**src/rtl/dmem_arb_pkg.sv**
```systemverilog
// ----------------------------------------------------------------------------
// dmem_arb_pkg
//  Shared definitions for the data-memory arbiter: FSM state encodings,
//  requester identifiers and the wait-counter width helper.
// ----------------------------------------------------------------------------
package dmem_arb_pkg;

    typedef enum logic [1:0] {
        ST_IDLE   = 2'd0,
        ST_ACCESS = 2'd1,
        ST_WAIT   = 2'd2,
        ST_RESP   = 2'd3
    } arbState_t;

    typedef enum logic {
        REQ_CPU = 1'b0,
        REQ_DBG = 1'b1
    } reqId_t;

    // Width needed to hold MEM_LAT-1 down to 0; never narrower than one bit.
    function automatic int cntWidth(input int memLat);
        return (memLat < 1) ? 1 : $clog2(memLat + 1);
    endfunction

endpackage

```
**src/rtl/dmem_arbiter_arb_rr2.sv**
```systemverilog
// ----------------------------------------------------------------------------
// arb_rr2
//  Two-way round-robin grant. When both requesters are active the one that
//  did not win last time is granted. The last-grant register only moves on
//  an actual grant, and only while enabled (arbiter FSM in IDLE).
// Ports
//  clk, reset    system clock, synchronous active-high reset
//  enable        arbitration allowed this cycle
//  reqCpu/reqDbg request lines
//  grantValid    a grant is issued this cycle
//  grantId       winning requester (meaningful when grantValid)
// ----------------------------------------------------------------------------
module arb_rr2
    import dmem_arb_pkg::*;
(
    input  logic   clk,
    input  logic   reset,
    input  logic   enable,
    input  logic   reqCpu,
    input  logic   reqDbg,
    output logic   grantValid,
    output reqId_t grantId
);

    reqId_t lastGrant;

    always_comb begin
        grantValid = enable & (reqCpu | reqDbg);
        if (reqCpu & reqDbg) begin
            grantId = (lastGrant == REQ_CPU) ? REQ_DBG : REQ_CPU;
        end else if (reqDbg) begin
            grantId = REQ_DBG;
        end else begin
            grantId = REQ_CPU;
        end
    end

    // Reset to DBG so the CPU wins the first contended grant.
    always_ff @(posedge clk) begin
        if (reset) begin
            lastGrant <= REQ_DBG;
        end else if (grantValid) begin
            lastGrant <= grantId;
        end
    end

endmodule

```
**src/rtl/dmem_arbiter.sv**
```systemverilog
// ----------------------------------------------------------------------------
// dmem_arbiter
//  Shares the single data-memory port between the CPU datapath and the
//  debug/boot-loader port. One transaction in flight, round-robin fairness,
//  fixed-latency memory (MEM_LAT cycles from mem_en to read data).
// Ports
//  clk, reset                 system clock, synchronous active-high reset
//  cpu_req/we/adr/wdata       CPU request, held until cpu_ack
//  cpu_rdata, cpu_ack         CPU load data and one-cycle completion pulse
//  dbg_*                      same handshake for the debug side
//  mem_en/we/adr/wdata        registered memory command, mem_en one cycle
//  mem_rdata                  memory read data, valid MEM_LAT after mem_en
//  cpu_stall                  freezes the CPU while its request is pending
//
//  state     | meaning
//  ----------+-----------------------------------------------------------
//  ST_IDLE   | arbitrate; latch winner's command and owner
//  ST_ACCESS | mem_en high for this single cycle
//  ST_WAIT   | read only: count MEM_LAT cycles, capture data on the last
//  ST_RESP   | owner's ack high for one cycle, rdata valid
// ----------------------------------------------------------------------------
module dmem_arbiter
    import dmem_arb_pkg::*;
#(
    parameter int AW      = 32,
    parameter int DW      = 32,
    parameter int MEM_LAT = 1
) (
    input  logic          clk,
    input  logic          reset,
    input  logic          cpu_req,
    input  logic          cpu_we,
    input  logic [AW-1:0] cpu_adr,
    input  logic [DW-1:0] cpu_wdata,
    output logic [DW-1:0] cpu_rdata,
    output logic          cpu_ack,
    input  logic          dbg_req,
    input  logic          dbg_we,
    input  logic [AW-1:0] dbg_adr,
    input  logic [DW-1:0] dbg_wdata,
    output logic [DW-1:0] dbg_rdata,
    output logic          dbg_ack,
    output logic          mem_en,
    output logic          mem_we,
    output logic [AW-1:0] mem_adr,
    output logic [DW-1:0] mem_wdata,
    input  logic [DW-1:0] mem_rdata,
    output logic          cpu_stall
);

    localparam int CW = cntWidth(MEM_LAT);

    arbState_t     state;
    reqId_t        owner;
    logic [CW-1:0] waitCnt;
    logic          grantValid;
    reqId_t        grantId;

    arb_rr2 uArb (
        .clk       (clk),
        .reset     (reset),
        .enable    (state == ST_IDLE),
        .reqCpu    (cpu_req),
        .reqDbg    (dbg_req),
        .grantValid(grantValid),
        .grantId   (grantId)
    );

    always_ff @(posedge clk) begin
        if (reset) begin
            state     <= ST_IDLE;
            owner     <= REQ_CPU;
            waitCnt   <= '0;
            mem_en    <= 1'b0;
            mem_we    <= 1'b0;
            mem_adr   <= '0;
            mem_wdata <= '0;
            cpu_ack   <= 1'b0;
            dbg_ack   <= 1'b0;
            cpu_rdata <= '0;
            dbg_rdata <= '0;
        end else begin
            // Strobes default low; each is raised for exactly one cycle below.
            mem_en  <= 1'b0;
            cpu_ack <= 1'b0;
            dbg_ack <= 1'b0;
            case (state)
                ST_IDLE: begin
                    if (grantValid) begin
                        owner     <= grantId;
                        mem_we    <= (grantId == REQ_DBG) ? dbg_we    : cpu_we;
                        mem_adr   <= (grantId == REQ_DBG) ? dbg_adr   : cpu_adr;
                        mem_wdata <= (grantId == REQ_DBG) ? dbg_wdata : cpu_wdata;
                        mem_en    <= 1'b1;
                        state     <= ST_ACCESS;
                    end
                end
                ST_ACCESS: begin
                    if (mem_we) begin
                        // Ack is registered, so raising it here lands it in RESP.
                        if (owner == REQ_DBG) dbg_ack <= 1'b1;
                        else                  cpu_ack <= 1'b1;
                        state <= ST_RESP;
                    end else begin
                        waitCnt <= CW'(MEM_LAT - 1);
                        state   <= ST_WAIT;
                    end
                end
                ST_WAIT: begin
                    if (waitCnt == '0) begin
                        if (owner == REQ_DBG) begin
                            dbg_rdata <= mem_rdata;
                            dbg_ack   <= 1'b1;
                        end else begin
                            cpu_rdata <= mem_rdata;
                            cpu_ack   <= 1'b1;
                        end
                        state <= ST_RESP;
                    end else begin
                        waitCnt <= waitCnt - CW'(1);
                    end
                end
                ST_RESP: begin
                    state <= ST_IDLE;
                end
                default: begin
                    state <= ST_IDLE;
                end
            endcase
        end
    end

    // Held low during reset so a stale request cannot freeze the CPU.
    assign cpu_stall = cpu_req & ~cpu_ack & ~reset;

endmodule

```
**config.mk**
```make
export PLATFORM = sky130hd
export DESIGN_NAME = dmem_arbiter
export DESIGN_NICKNAME = d
export VERILOG_FILES = /design/src/rtl/dmem_arb_pkg.sv /design/src/rtl/dmem_arbiter_arb_rr2.sv /design/src/rtl/dmem_arbiter.sv
export SDC_FILE = /design/constraint.sdc
export NUM_CORES = 1
export LEC_CHECK = 0
export BUFFER_PORTS_ARGS = -buffer_cell sky130_fd_sc_hd__buf_2
export CAP_MARGIN = 20
export CELL_PAD_IN_SITES_DETAIL_PLACEMENT = 0
export CELL_PAD_IN_SITES_GLOBAL_PLACEMENT = 1
export CORE_MARGIN = 2
export CORE_UTILIZATION = 34
export DETAILED_ROUTE_END_ITERATION = 10
export PLACE_DENSITY = 0.86
export REMOVE_ABC_BUFFERS = 1
export SLEW_MARGIN = 10
export SYNTH_ARGS = -nofsm -noshare
export SYNTH_HDL_FRONTEND = slang
export SYNTH_SLANG_ARGS = --single-unit
```
**constraint.sdc**
```tcl
create_clock -name clk -period 3.9 [get_ports clk]
set_input_delay 0.39 -clock clk [delete_from_list [all_inputs] [get_ports clk]]
set_output_delay 0.39 -clock clk [all_outputs]
set_load 0.05 [all_outputs]
```
==> metrics.cfg, run 1 <==
[logic_synthesis]
synthArstFlopShare=0
syn_area_sq_mm=0.00564
synth-seq-area-share=0.483
ys.flop_type=dfxtp_1
yosys_warnings=0
syn_inst=678
avgSynthCellArea_sq_um=8.32
synth-edff-count=0
synth_seq_cells=136
synth.distinct_cells=30

[worst_setup_path]
crit_arrival_ns=2.57
crit_fanout=35
critPathBufInv=2
cp.depth=6
max_stage_delay_ns=0.71
crit_path_start_kind=flip-flop
worst-setup-path-type=reg -> reg
critPathRequiredTime_ns=4.22
rr_worst_depth=6
worstSetupEndpointType=flip-flop
cpLargestDelayFamily=compound AO/OA/AOI/OAI gates
critPathSlowestCell=o21a_2
path_cells=inv_1 -> ha_1 -> o21a_2 -> buf_4 -> nor2_1 -> a211oi_1
reg2reg_from=state[1]
critical_path.startpoint=state[1]

[finish]
layout_common_cells=buf_2 (297), nand2_1 (194), dfxtp_1 (136), a21oi_1 (113), nor2_1 (69)
layout_commonest_cell=buf_2
drive_above_1_share=0.424
syn_to_final_growth_pct=38.7
nets=1119
stdcell_area_sq_mm=0.00782

[cts]
cts_sinks=136
cts_tree=done
htreeDepth=4
cts-root-buf=clkbuf_16
cts_made_buffers=17
path_clk_slew_ns=0.06
post_cts_buffers=0
clockBufferDepth=2
cts_hold_buf=0
insertion_delay_ns=0.41
post_cts_resize_count=0

[routing]
drc=0
avgViaCountPerCell=4.72
num_vias=5597
finalWirelength_mm=18.3
drt_iter0_drc=358
wire_per_inst_um=15.4
antenna_left=0
dr.pass1.iters=5

[die]
die-width_um=133
io_pins=299
start_util=0.344
core_area_sq_mm=0.0164
die_area_sq_mm=0.0176
die_h_um=133
fp-row-count=47

[grt]
grt_pass1_wl_mm=28.4
grt_start_max_net_pins=81
antenna_found_initial=3
grt_overflow_total=0
track_usage=0.203
grt_pass1_vias=5264

[pwr]
powerDensity_mw_per_mm2=801
power_leakage_nw=3.59
fin_total_pwr_w=0.00626
peakVddDrop_v=0.000415

[worst_hold_path]
min_path_cells=3
hold_class=in -> reg
hold_start=cpu_wdata[10]

[flow_run]
maxCapViolCount=0

[sta]
setup_viol_count_final=0
fin_crit_sh=0.577
hold_violations=0
tns_ns=0
slew-limit-headroom=0.396
skew_ns=0.00829
rsz0062_at_grt=false
maxSlewViolCount=0
fmax_mhz=445
worst_pin_slew_ns=0.906
min_period_ns=2.25

[place]
hpwlAfterDp_mm=12.8
portBuffers=298
dpl_cell_area_sq_mm=0.00722
place_congestion=0.838

[run_status]
run_status=completed

[flip-flops by register name, indices dropped and copies added, names as in the netlist]
register,flops
mem_wdata,32
dbg_ack,1
cpu_ack,1
owner,1
mem_adr,32
uArb.lastGrant,1
state,2
cpu_rdata,32
mem_we,1
mem_en,1
dbg_rdata,32
[final timing paths]
check             slack, ns             to
setup / recovery       1.65    mem_adr[25]
hold / removal         0.21  mem_wdata[10]
setup reg to reg       1.65    mem_adr[25]
hold reg to reg        0.45   cpu_rdata[4]
[report_power, final]
part	internal (W)	total [W]	leakage [nW]	switching [W]
clock	0.000965	0.00158	0.282	0.000611
sequential	0.00171	0.00187	1.11	0.000162
combinational	0.000738	0.00281	2.19	0.00208
[tightest hold or removal path, stage by stage]
cell and delay (ns):
buf_2 0.09, nand2_1 0.05, a211oi_1 0.05
[per-layer routing]
layer	routed length [um]	global-route usage	part of all wire	vias to the layer above
met1	7760	0.255	0.42	2540
met3	918	0.0402	0.050	48
li1	-	-	-	2832
met4	740	0.105	0.040	0
met2	8870	0.328	0.49	177
met5	0	0	0	-
[kinds of logic (layout without fill, tap and decap cells)]
logic type	Yosys count	in the layout	synth area share
AND/OR/NAND/NOR	272	272	0.187
AO/OA/AOI/OAI	205	205	0.264
flip-flops	136	136	0.483
buffers and inverters	60	344	0.0555
adder cells (fa/ha/maj)	4	4	0.00888
multiplexers	1	1	0.00178
other	0	3	0
[cell usage after synthesis, types with 2 or more instances]
cell      number  area share
nand2_1      194        0.13
dfxtp_1      136        0.48
a21oi_1      113        0.10
nor2_1        69       0.046
a211oi_2      40       0.089
a211oi_1      25       0.033
clkbuf_1      25       0.017
buf_2         22       0.020
a21oi_2       20       0.031
buf_4          5      0.0067
buf_6          4      0.0080
ha_1           4      0.0089
inv_1          2      0.0013
nand2b_1       2      0.0022
nor3b_1        2      0.0027
[stage by stage]
step | instances | hold slack (ns) | utilization | setup WS, ns
2_1_floorplan | 620 | 0.455 | - | 1.18
3_3_place_gp | 1150 | 0.439 | 0.440 | 1.74
3_5_place_dp | 1150 | 0.443 | 0.440 | 1.68
4_1_cts | 1182 | 0.201 | 0.476 | 1.65
5_1_grt | 1185 | 0.203 | 0.477 | 1.45
6_report | 1185 | 0.214 | 0.477 | 1.65
[layout make-up]
cell class              count  area (sq um)
fillers                  1646          8590
flip-flops and latches    136          2720
clock inverters             9          88.8
well taps                 220           275
clock buffers              23           498
multi-input cells         482          2620
diodes                      3          7.51
repair buffers            310          1600
inverters                   2          7.51
Power figures use the tool's default switching activity.
==> run 2: changes to the inputs <==
CORE_UTILIZATION = 28   (was 34)
PLACE_DENSITY = 0.76   (was 0.86)
clock period = 1.85 ns   (was 3.9 ns; I/O delays follow)
==> metrics.cfg, run 2 (synthesis gave the netlist of run 1 again) <==
[worst_setup_path]
worst-setup-path-type=reg -> reg  ; unchanged
critical_path.startpoint=state[0]  ; was state[1]
reg2reg_from=state[0]  ; was state[1]
critPathBufInv=2  ; unchanged
max_stage_delay_ns=0.38  ; was 0.71 ns
path_cells=inv_1 -> ha_2 -> o21ai_4 -> buf_12 -> a21oi_1 -> a211oi_1  ; was inv_1 -> ha_1 -> o21a_2 -> buf_4 -> nor2_1 -> a211oi_1
worstSetupEndpointType=flip-flop  ; unchanged
crit_fanout=28  ; was 35
critPathSlowestCell=dfxtp_1  ; was o21a_2
crit_path_start_kind=flip-flop  ; unchanged
critPathRequiredTime_ns=2.18  ; was 4.22 ns
cpLargestDelayFamily=compound AO/OA/AOI/OAI gates  ; unchanged
crit_arrival_ns=1.98  ; was 2.57 ns

[worst_hold_path]
hold_class=in -> reg  ; unchanged
hold_start=cpu_adr[7]  ; was cpu_wdata[10]

[finish]
layout_common_cells=buf_2 (297), nand2_1 (194), dfxtp_1 (136), a21oi_1 (113), nor2_1 (69)  ; unchanged
syn_to_final_growth_pct=50.7  ; was 38.7%
register_area_sq_mm=0.00272  ; unchanged
layout.cells.non_filler=1276  ; was 1185
fill_cells=2014  ; was 1646
stdcell_area_sq_mm=0.00850  ; was 0.00782 sq mm
multi_input_area_sq_mm=0.00263  ; was 0.00262 sq mm
drive_above_1_share=0.409  ; was 0.424
layout_commonest_cell=buf_2  ; unchanged
nets=1167  ; was 1119

[sta]
fin_crit_sh=0.896  ; was 0.577
slew-limit-headroom=0.631  ; was 0.396
min_period_ns=1.66  ; was 2.25 ns
worst_pin_slew_ns=0.552  ; was 0.906 ns
rsz0062_at_grt=false  ; unchanged
skew_ns=0.0110  ; was 0.00829 ns
hold_violations=0  ; unchanged
maxSlewViolCount=0  ; unchanged
fmax_mhz=603  ; was 445 MHz
setup_viol_count_final=0  ; unchanged

[cts]
cts_made_buffers=17  ; unchanged
post_cts_buffers=0  ; unchanged
cts_tree=done  ; unchanged
path_clk_slew_ns=0.06  ; about the same
clockBufferDepth=2  ; unchanged
insertion_delay_ns=0.42  ; was 0.41 ns
cts_sinks=136  ; unchanged
htreeDepth=4  ; unchanged
cts-root-buf=clkbuf_16  ; unchanged

[grt]
grt_start_max_net_pins=63  ; was 81
grt_overflow_total=0  ; unchanged
grt_pass1_vias=5680  ; was 5264
track_usage=0.177  ; was 0.203
antenna_found_initial=2  ; was 3
grt_pass1_wl_mm=30.1  ; was 28.4 mm

[die]
die_area_sq_mm=0.0213  ; was 0.0176 sq mm
fp-row-count=51  ; was 47
start_util=0.288  ; was 0.344
core_area_sq_mm=0.0196  ; was 0.0164 sq mm
io_pins=299  ; unchanged
die-width_um=146  ; was 133 um
die_h_um=146  ; was 133 um

[routing]
avgViaCountPerCell=4.53  ; was 4.72
wire_per_inst_um=15.1  ; was 15.4 um
dr.pass1.iters=5  ; unchanged
finalWirelength_mm=19.3  ; was 18.3 mm
num_vias=5783  ; was 5597
drc=0  ; unchanged
antenna_left=0  ; unchanged
drt_iter0_drc=322  ; was 358

[pwr]
powerDensity_mw_per_mm2=1620  ; was 801 mW/mm^2
peakVddDrop_v=0.000691  ; was 0.000415 V
fin_total_pwr_w=0.0138  ; was 0.00626 W
power_leakage_nw=3.85  ; was 3.59 nW

[place]
hpwlAfterDp_mm=13.5  ; was 12.8 mm
place_congestion=0.817  ; was 0.838
dp_cells=1199  ; was 1150
portBuffers=298  ; unchanged
dpl_cell_area_sq_mm=0.00744  ; was 0.00722 sq mm

[run_status]
run_status=completed  ; unchanged

[flow_run]
maxCapViolCount=0  ; unchanged

## run 2: cell count changes in the layout (fill, tap and decap cells not counted), moves of 2 or more
cell           change
dlygate4sd3_1     +44
buf_12            +10
buf_4              -6
clkbuf_8           -5
inv_6              +3
bufinv_16          +2
clkinv_2           -2
inv_8              +2
## run 2: layout make-up
type / instances / area share
repair buffers: 358 / 0.258
well taps: 265 / 0.0390
flip-flops and latches: 136 / 0.320
diodes: 2 / 0.000589
clock inverters: 14 / 0.0221
clock buffers: 17 / 0.0501
multi-input cells: 482 / 0.309
inverters: 2 / 0.000884
## run 2: stage by stage
step / setup WS [ns] / TNS (ns) / hold WS, ns / utilization
floorplan: -0.870 / -60.45 / 0.250 / -
global placement: 0.219 / 0 / 0.435 / 0.380
detailed placement: 0.0986 / 0 / 0.440 / 0.380
CTS: 0.101 / 0 / 0.000557 / 0.433
global route: 0.0544 / 0 / 0.00787 / 0.434
finish: 0.193 / 0 / 0.0217 / 0.434
## run 2: routing by layer
| metal | track usage | up-vias | share of wire | wire, um |
|---|---|---|---|---|
| met5 | 0 | - | 0 | 0 |
| met2 | 0.298 | 157 | 0.48 | 9320 |
| met1 | 0.216 | 2666 | 0.44 | 8540 |
| li1 | - | 2922 | - | - |
| met4 | 0.0819 | 0 | 0.029 | 565 |
| met3 | 0.0354 | 38 | 0.045 | 874 |
## run 2: final timing paths
kind                         to  depth (start not counted)  slack (ns)
setup reg to reg    mem_adr[25]                          6        0.19
setup / recovery    mem_adr[25]                          6        0.19
hold reg to reg   dbg_rdata[13]                          2        0.45
hold / removal       mem_adr[7]                          3        0.02
## run 2: what timing repair did
action                                  CTS  global route
endpoints found under the hold margin    61             0
endpoints found under the setup margin    0            20
hold buffers                             44             0
resized for setup                         0             1
## run 2: tightest hold or removal path, cell delays in order
cell and delay [ns]:
buf_2 0.09, nand2_1 0.06, a211oi_2 0.05
## run 2: report_power, final
group	internal, W	switching (W)
logic	0.00179	0.00445
clock network	0.00215	0.00141
registers	0.00361	0.000356
